### src/rtl/request_unit_if.sv
// Request-unit bus: decoded strobes from control_unit and memory hits in,
// memory request enables and core status out.
// Optional macro: REQUEST_PERF_EN adds the instr_count/stall_count counters.
interface request_unit_if;
    logic        ihit;
    logic        dhit;
    logic        dmemr;
    logic        dmemw;
    logic        halt;
    logic        imemREN;
    logic        dmemREN;
    logic        dmemWEN;
    logic        pc_en;
    logic        halt_out;
    logic        req_err;
`ifdef REQUEST_PERF_EN
    logic [31:0] instr_count;
    logic [31:0] stall_count;
`endif

    // Request unit side
    modport master (
        input  ihit, dhit, dmemr, dmemw, halt,
        output imemREN, dmemREN, dmemWEN, pc_en, halt_out, req_err
`ifdef REQUEST_PERF_EN
        , output instr_count, stall_count
`endif
    );

    // Environment side (control unit, memory controller)
    modport slave (
        output ihit, dhit, dmemr, dmemw, halt,
        input  imemREN, dmemREN, dmemWEN, pc_en, halt_out, req_err
`ifdef REQUEST_PERF_EN
        , input instr_count, stall_count
`endif
    );
endinterface

### src/rtl/request_unit.sv
// request_unit: sequences instruction fetches and data accesses for the
// single-cycle core, pulses pc_en on retirement and parks the core on HALT.
// Data requests are registered and held until dhit; a watchdog flags a data
// access that stalls for STALL_LIMIT cycles (the request is still held).
// Optional macro: REQUEST_PERF_EN adds instr_count and stall_count.
module request_unit #(
    parameter int unsigned STALL_LIMIT = 1024,
    parameter int unsigned CNT_W       = 16
) (
    input  logic          CLK,
    input  logic          nRST,
    request_unit_if.master bus
);
    typedef enum logic [1:0] {IDLE, FETCH, DATA, HALTED} state_t;

    localparam logic [CNT_W-1:0] LIMIT = CNT_W'(STALL_LIMIT);

    state_t           state_q, state_d;
    logic             rd_q, rd_d;
    logic             wr_q, wr_d;
    logic [CNT_W-1:0] wdog_q, wdog_d;
    logic             err_q, err_d;

    logic fetch_hit;
    logic mem_op;
    logic take_mem;
    logic data_stall;
    logic imem_ren;
    logic dmem_ren;
    logic dmem_wen;
    logic pc_en;
    logic halted;

    assign fetch_hit  = (state_q == FETCH) && bus.ihit;
    assign mem_op     = bus.dmemr | bus.dmemw;
    // A fetched load/store only starts a data access when HALT is not also set
    assign take_mem   = fetch_hit && !bus.halt && mem_op;
    assign data_stall = (state_q == DATA) && !bus.dhit;

    // State register
    always_ff @(posedge CLK or negedge nRST) begin
        if (!nRST) state_q <= IDLE;
        else       state_q <= state_d;
    end

    // Next-state logic
    always_comb begin
        state_d = state_q;
        case (state_q)
            IDLE:    state_d = FETCH;
            FETCH: begin
                if (fetch_hit) begin
                    if (bus.halt)   state_d = HALTED;
                    else if (mem_op) state_d = DATA;
                end
            end
            DATA:    if (bus.dhit) state_d = FETCH;
            HALTED:  state_d = HALTED;
            default: state_d = IDLE;
        endcase
    end

    // Output logic: imemREN by state, data enables from the latched request, pc_en Mealy
    always_comb begin
        imem_ren = 1'b0;
        dmem_ren = 1'b0;
        dmem_wen = 1'b0;
        pc_en    = 1'b0;
        halted   = 1'b0;
        case (state_q)
            FETCH: begin
                imem_ren = 1'b1;
                pc_en    = bus.ihit && !bus.halt && !mem_op;
            end
            DATA: begin
                dmem_ren = rd_q;
                dmem_wen = wr_q;
                pc_en    = bus.dhit;
            end
            HALTED:  halted = 1'b1;
            default: ;
        endcase
    end

    // Request latch, watchdog and error flag next-state; store wins over load
    always_comb begin
        rd_d   = rd_q;
        wr_d   = wr_q;
        wdog_d = '0;
        err_d  = err_q;
        if (take_mem) begin
            rd_d = bus.dmemr & ~bus.dmemw;
            wr_d = bus.dmemw;
            if (bus.dmemr && bus.dmemw) err_d = 1'b1;
        end else if ((state_q == DATA) && bus.dhit) begin
            rd_d = 1'b0;
            wr_d = 1'b0;
        end
        if (data_stall) begin
            wdog_d = (wdog_q >= LIMIT) ? wdog_q : wdog_q + CNT_W'(1);
            if (wdog_d == LIMIT) err_d = 1'b1;
        end
    end

    // Request latch, watchdog and sticky error registers
    always_ff @(posedge CLK or negedge nRST) begin
        if (!nRST) begin
            rd_q   <= 1'b0;
            wr_q   <= 1'b0;
            wdog_q <= '0;
            err_q  <= 1'b0;
        end else begin
            rd_q   <= rd_d;
            wr_q   <= wr_d;
            wdog_q <= wdog_d;
            err_q  <= err_d;
        end
    end

    assign bus.imemREN  = imem_ren;
    assign bus.dmemREN  = dmem_ren;
    assign bus.dmemWEN  = dmem_wen;
    assign bus.pc_en    = pc_en;
    assign bus.halt_out = halted;
    assign bus.req_err  = err_q;

`ifdef REQUEST_PERF_EN
    logic [31:0] instr_q, instr_d;
    logic [31:0] stall_q, stall_d;

    // Retirement and stall counters; both naturally freeze in HALTED
    always_comb begin
        instr_d = instr_q + (pc_en ? 32'd1 : 32'd0);
        stall_d = stall_q;
        if (((state_q == FETCH) && !bus.ihit) || data_stall)
            stall_d = stall_q + 32'd1;
    end

    // Performance counter registers
    always_ff @(posedge CLK or negedge nRST) begin
        if (!nRST) begin
            instr_q <= '0;
            stall_q <= '0;
        end else begin
            instr_q <= instr_d;
            stall_q <= stall_d;
        end
    end

    assign bus.instr_count = instr_q;
    assign bus.stall_count = stall_q;
`endif
endmodule

### src/flat_wrapper.sv
// flat-port wrapper written by rule: the top's interface ports become plain ports
module request_unit_flat 
#(
    parameter int unsigned STALL_LIMIT = 1024,
    parameter int unsigned CNT_W       = 16
)
  (CLK, nRST, bus_ihit, bus_dhit, bus_dmemr, bus_dmemw, bus_halt, bus_imemREN, bus_dmemREN, bus_dmemWEN, bus_pc_en, bus_halt_out, bus_req_err);
  request_unit_if bus_i ();
  input  logic CLK;
  input  logic nRST;
  input wire logic [$bits(bus_i.ihit)-1:0] bus_ihit;
  input wire logic [$bits(bus_i.dhit)-1:0] bus_dhit;
  input wire logic [$bits(bus_i.dmemr)-1:0] bus_dmemr;
  input wire logic [$bits(bus_i.dmemw)-1:0] bus_dmemw;
  input wire logic [$bits(bus_i.halt)-1:0] bus_halt;
  output wire logic [$bits(bus_i.imemREN)-1:0] bus_imemREN;
  output wire logic [$bits(bus_i.dmemREN)-1:0] bus_dmemREN;
  output wire logic [$bits(bus_i.dmemWEN)-1:0] bus_dmemWEN;
  output wire logic [$bits(bus_i.pc_en)-1:0] bus_pc_en;
  output wire logic [$bits(bus_i.halt_out)-1:0] bus_halt_out;
  output wire logic [$bits(bus_i.req_err)-1:0] bus_req_err;
  assign bus_i.ihit = bus_ihit;
  assign bus_i.dhit = bus_dhit;
  assign bus_i.dmemr = bus_dmemr;
  assign bus_i.dmemw = bus_dmemw;
  assign bus_i.halt = bus_halt;
  assign bus_imemREN = bus_i.imemREN;
  assign bus_dmemREN = bus_i.dmemREN;
  assign bus_dmemWEN = bus_i.dmemWEN;
  assign bus_pc_en = bus_i.pc_en;
  assign bus_halt_out = bus_i.halt_out;
  assign bus_req_err = bus_i.req_err;
  request_unit #(.STALL_LIMIT(STALL_LIMIT), .CNT_W(CNT_W)) u_core (.CLK(CLK), .nRST(nRST), .bus(bus_i));
endmodule
### config.mk
export PLATFORM = sky130hd
export DESIGN_NAME = request_unit_flat
export DESIGN_NICKNAME = d
export VERILOG_FILES = /design/src/rtl/request_unit_if.sv /design/src/rtl/request_unit.sv /design/src/flat_wrapper.sv
export SDC_FILE = /design/constraint.sdc
export NUM_CORES = 1
export LEC_CHECK = 0
export CORE_MARGIN = 10
export CORE_UTILIZATION = 59
export CTS_CLUSTER_SIZE = 14
export DETAILED_ROUTE_END_ITERATION = 7
export PLACE_DENSITY_LB_ADDON = 0.15
export SYNTH_ARGS = -nofsm -noshare
export SYNTH_HDL_FRONTEND = slang
export SYNTH_SLANG_ARGS = --single-unit
### constraint.sdc
create_clock -name CLK -period 5 [get_ports CLK]
set_input_delay 0.75 -clock CLK [delete_from_list [all_inputs] [get_ports CLK]]
set_output_delay 0.75 -clock CLK [all_outputs]
set_load 0.02 [all_outputs]
==> impl_metrics.toml <==
[status]
outcome = "complete, no violations"

[timing]
fin_ws_ns = 1.834
setup_viol_count_final = 0
timing.final.crit_share_pct = 63.32
tightest_slew_ns = 0.9360
tns_ns = 0
drv_slew = 0
fmax_mhz = 315.9
finClkSkew_ns = 0.001536
hold_viol_final = 0
min_period_ns = 3.166
whs_ns = 0.4990
slew_headroom_pct = 37.40
grt_setup_unrepaired = "no"

[placement]
place_inst = 166
pre_cts_ws_ns = 1.848
portBuffers = 12
dp_hpwl_mm = 1.825
gp_congestion = 0.7997

[setup_path]
crit_chain = "clkdlybuf4s50_1, nand2b_1, nor2_1, nand2_1, a21oi_1, clkdlybuf4s50_1"
required_ns = 4.25
cp_slowest_stage_delay_ns = 0.62
worst_path_most_repeated_cell = "clkdlybuf4s50_1"
start_kind = "input port"
path_depth = 6
reg2reg_slack_ns = 2.73
slowest_stage = "clkdlybuf4s50_1"
path_delay_family = "buffers and inverters"
crit_path_start = "bus_halt"
path_buf_inv = 2
r2r-start = "u_core.wdog_q[12]"
crit_end = "bus_pc_en"
crit_arrival_ns = 2.42
path_class = "in2out"
r2r_cells = 5
crit_fanout = 5
r2r-end = "u_core.bus.req_err"
cp-end-kind = "output port"

[min_path]
min_path_type = "reg2reg"
hold_depth = 1

[yosys]
synthCells = 131
synth-seq-cells = 21
async_flop_share_pct = 100.0
synthFlopType = "dfrtp_1"
synth_warnings = 0
syn_nets = 143
synth_area_mm2 = 0.001205
syn_avg_cell_area_um2 = 9.198
seq_area_frac_synth_pct = 43.61
synth_cell_types = 41
synth_edf_count = 0

[global_routing]
grt_pass1_wl_mm = 3.967
grt_use_total_pct = 11.73
grt.busiest_layer = "met2"
antenna_found_initial = 0
grt_overflow = 0
grt_pass1_vias = 920
grt_use_met3_pct = 3.390
grt_max_degree = 22
grt_util_met1_pct = 13.80
met2_usage_pct = 18.41

[drt]
num_vias = 959
avgViaCountPerCell = 5.641
drt-initial-drc-count = 39
detail_route.first_pass.iterations = 4
drcViolationCount = 0
totalWireLength_mm = 2.459
post_drt_wl_per_cell_um = 14.46
ant_nets = 0

[finish]
fillers = 155
area_growth_pct = 13.71
final_common_cell = "dfrtp_1"
diodes = 0
final_cells = 170
final_cell_mix = "dfrtp_1 (21), nor2_1 (18), clkdlybuf4s50_1 (12)"
drive_gt1_share_pct = 5.594
final_util_pct = 70.55
nNetsFinal = 156

[floorplan]
die-area_mm2 = 0.004250
io_pins = 13
row_count = 16
coreArea_mm2 = 0.001942
die_w_um = 65.19
dieHeight_um = 65.19
start_util_pct = 62.05

[clock_network]
root_buffer = "clkbuf_4"
cts_resized = 0
clkSinkCount = 21
htree_num_levels = 1
cts.clk_slew.worst_paths_ns = 0.12
numCtsBuffers = 3
clockBufferDepth = 2
postCtsSetupRepairBufs = 0
cts_tree = "yes"
cts_hold_buffers = 0
clk_latency_ns = 0.31

[pwr]
p_leak_nw = 0.5664
power.density_mw_per_mm2 = 321.4
peakVddDrop_v = 0.0002533

[flow_run]
maxCapViolations = 0
power breakdown:
group	internal (mW)	total (mW)	switching [mW]
clock	0.0300	0.0839	0.0540
sequential	0.191	0.206	0.0152
combinational	0.0660	0.151	0.0846
total	0.287	0.440	0.154
final cells by class:
| class | count | area (um2) | area share, % |
|---|---|---|---|
| Multi-Input combinational cell | 100 | 640.6 | 46.76 |
| Clock buffer | 3 | 22.52 | 1.644 |
| Timing Repair Buffer | 12 | 120.1 | 8.767 |
| Inverter | 6 | 22.52 | 1.644 |
| Tap cell | 27 | 33.78 | 2.466 |
| Clock inverter | 1 | 5.005 | 0.3653 |
| Sequential cell | 21 | 525.5 | 38.36 |
per-layer routing:
| metal | vias up | share of wire, % |
|---|---|---|
| li1 | 475 | - |
| met1 | 465 | 46 |
| met2 | 14 | 48 |
| met3 | 5 | 4.3 |
| met4 | 0 | 1.8 |
| met5 | - | 0 |
kinds of logic after synthesis:
| family | after synthesis | synth area share [%] |
|---|---|---|
| flip-flops | 21 | 43.61 |
| AO/OA/AOI/OAI | 22 | 11.53 |
| multiplexers | 3 | 3.011 |
| AND/OR/NAND/NOR | 62 | 27.62 |
| XOR/XNOR | 8 | 5.815 |
| adder cells (fa/ha/maj) | 5 | 5.192 |
| buffers and inverters | 10 | 3.219 |
worst min path at each step:
| stage | slack (ns) | startpoint | end |
|---|---|---|---|
| floorplan | 0.45 | nRST | u_core.bus.req_err |
| global placement | 0.47 | u_core.wdog_q[13] | u_core.wdog_q[13] |
| detailed placement | 0.47 | u_core.wdog_q[13] | u_core.wdog_q[13] |
| CTS | 0.51 | u_core.wdog_q[13] | u_core.wdog_q[13] |
| global route | 0.52 | u_core.wdog_q[13] | u_core.wdog_q[13] |
| finish | 0.50 | u_core.wdog_q[13] | u_core.wdog_q[13] |
synthesized netlist by cell type (all sizes together) (2+ instances only):
master  instances  area share (%)
dfrtp          21              44
nor2           18             5.6
nand2           9             2.8
and2            8             4.2
o21ai           8             3.3
xnor2           7             5.1
inv             6             1.9
ha              5             5.2
a21oi           4             1.7
nor3b           4             2.5
nand2b          3             1.6
nand3           3             1.2
nor4            3             1.6
a31oi           2             1.0
buf             2            0.73
clkbuf          2            0.62
mux2            2             2.2
nor2b           2             1.0
nor3            2            0.83
o31ai           2             1.7
or3             2             1.0
flip-flops by register name, summed over array words and instances, names as in the netlist:
signal and cells:
u_core.state_q 2, u_core.bus.req_err 1, u_core.rd_q 1, u_core.wr_q 1, u_core.wdog_q 16
per-stage QoR:
stage	area, um2	total power, mW
global placement	1343	0.3560
detailed placement	1343	0.3612
finish	1370	0.4404
global route	1370	0.4650
floorplan	1205	0.2972
CTS	1370	0.4448
No activity file was read; power rests on OpenSTA's default activity.
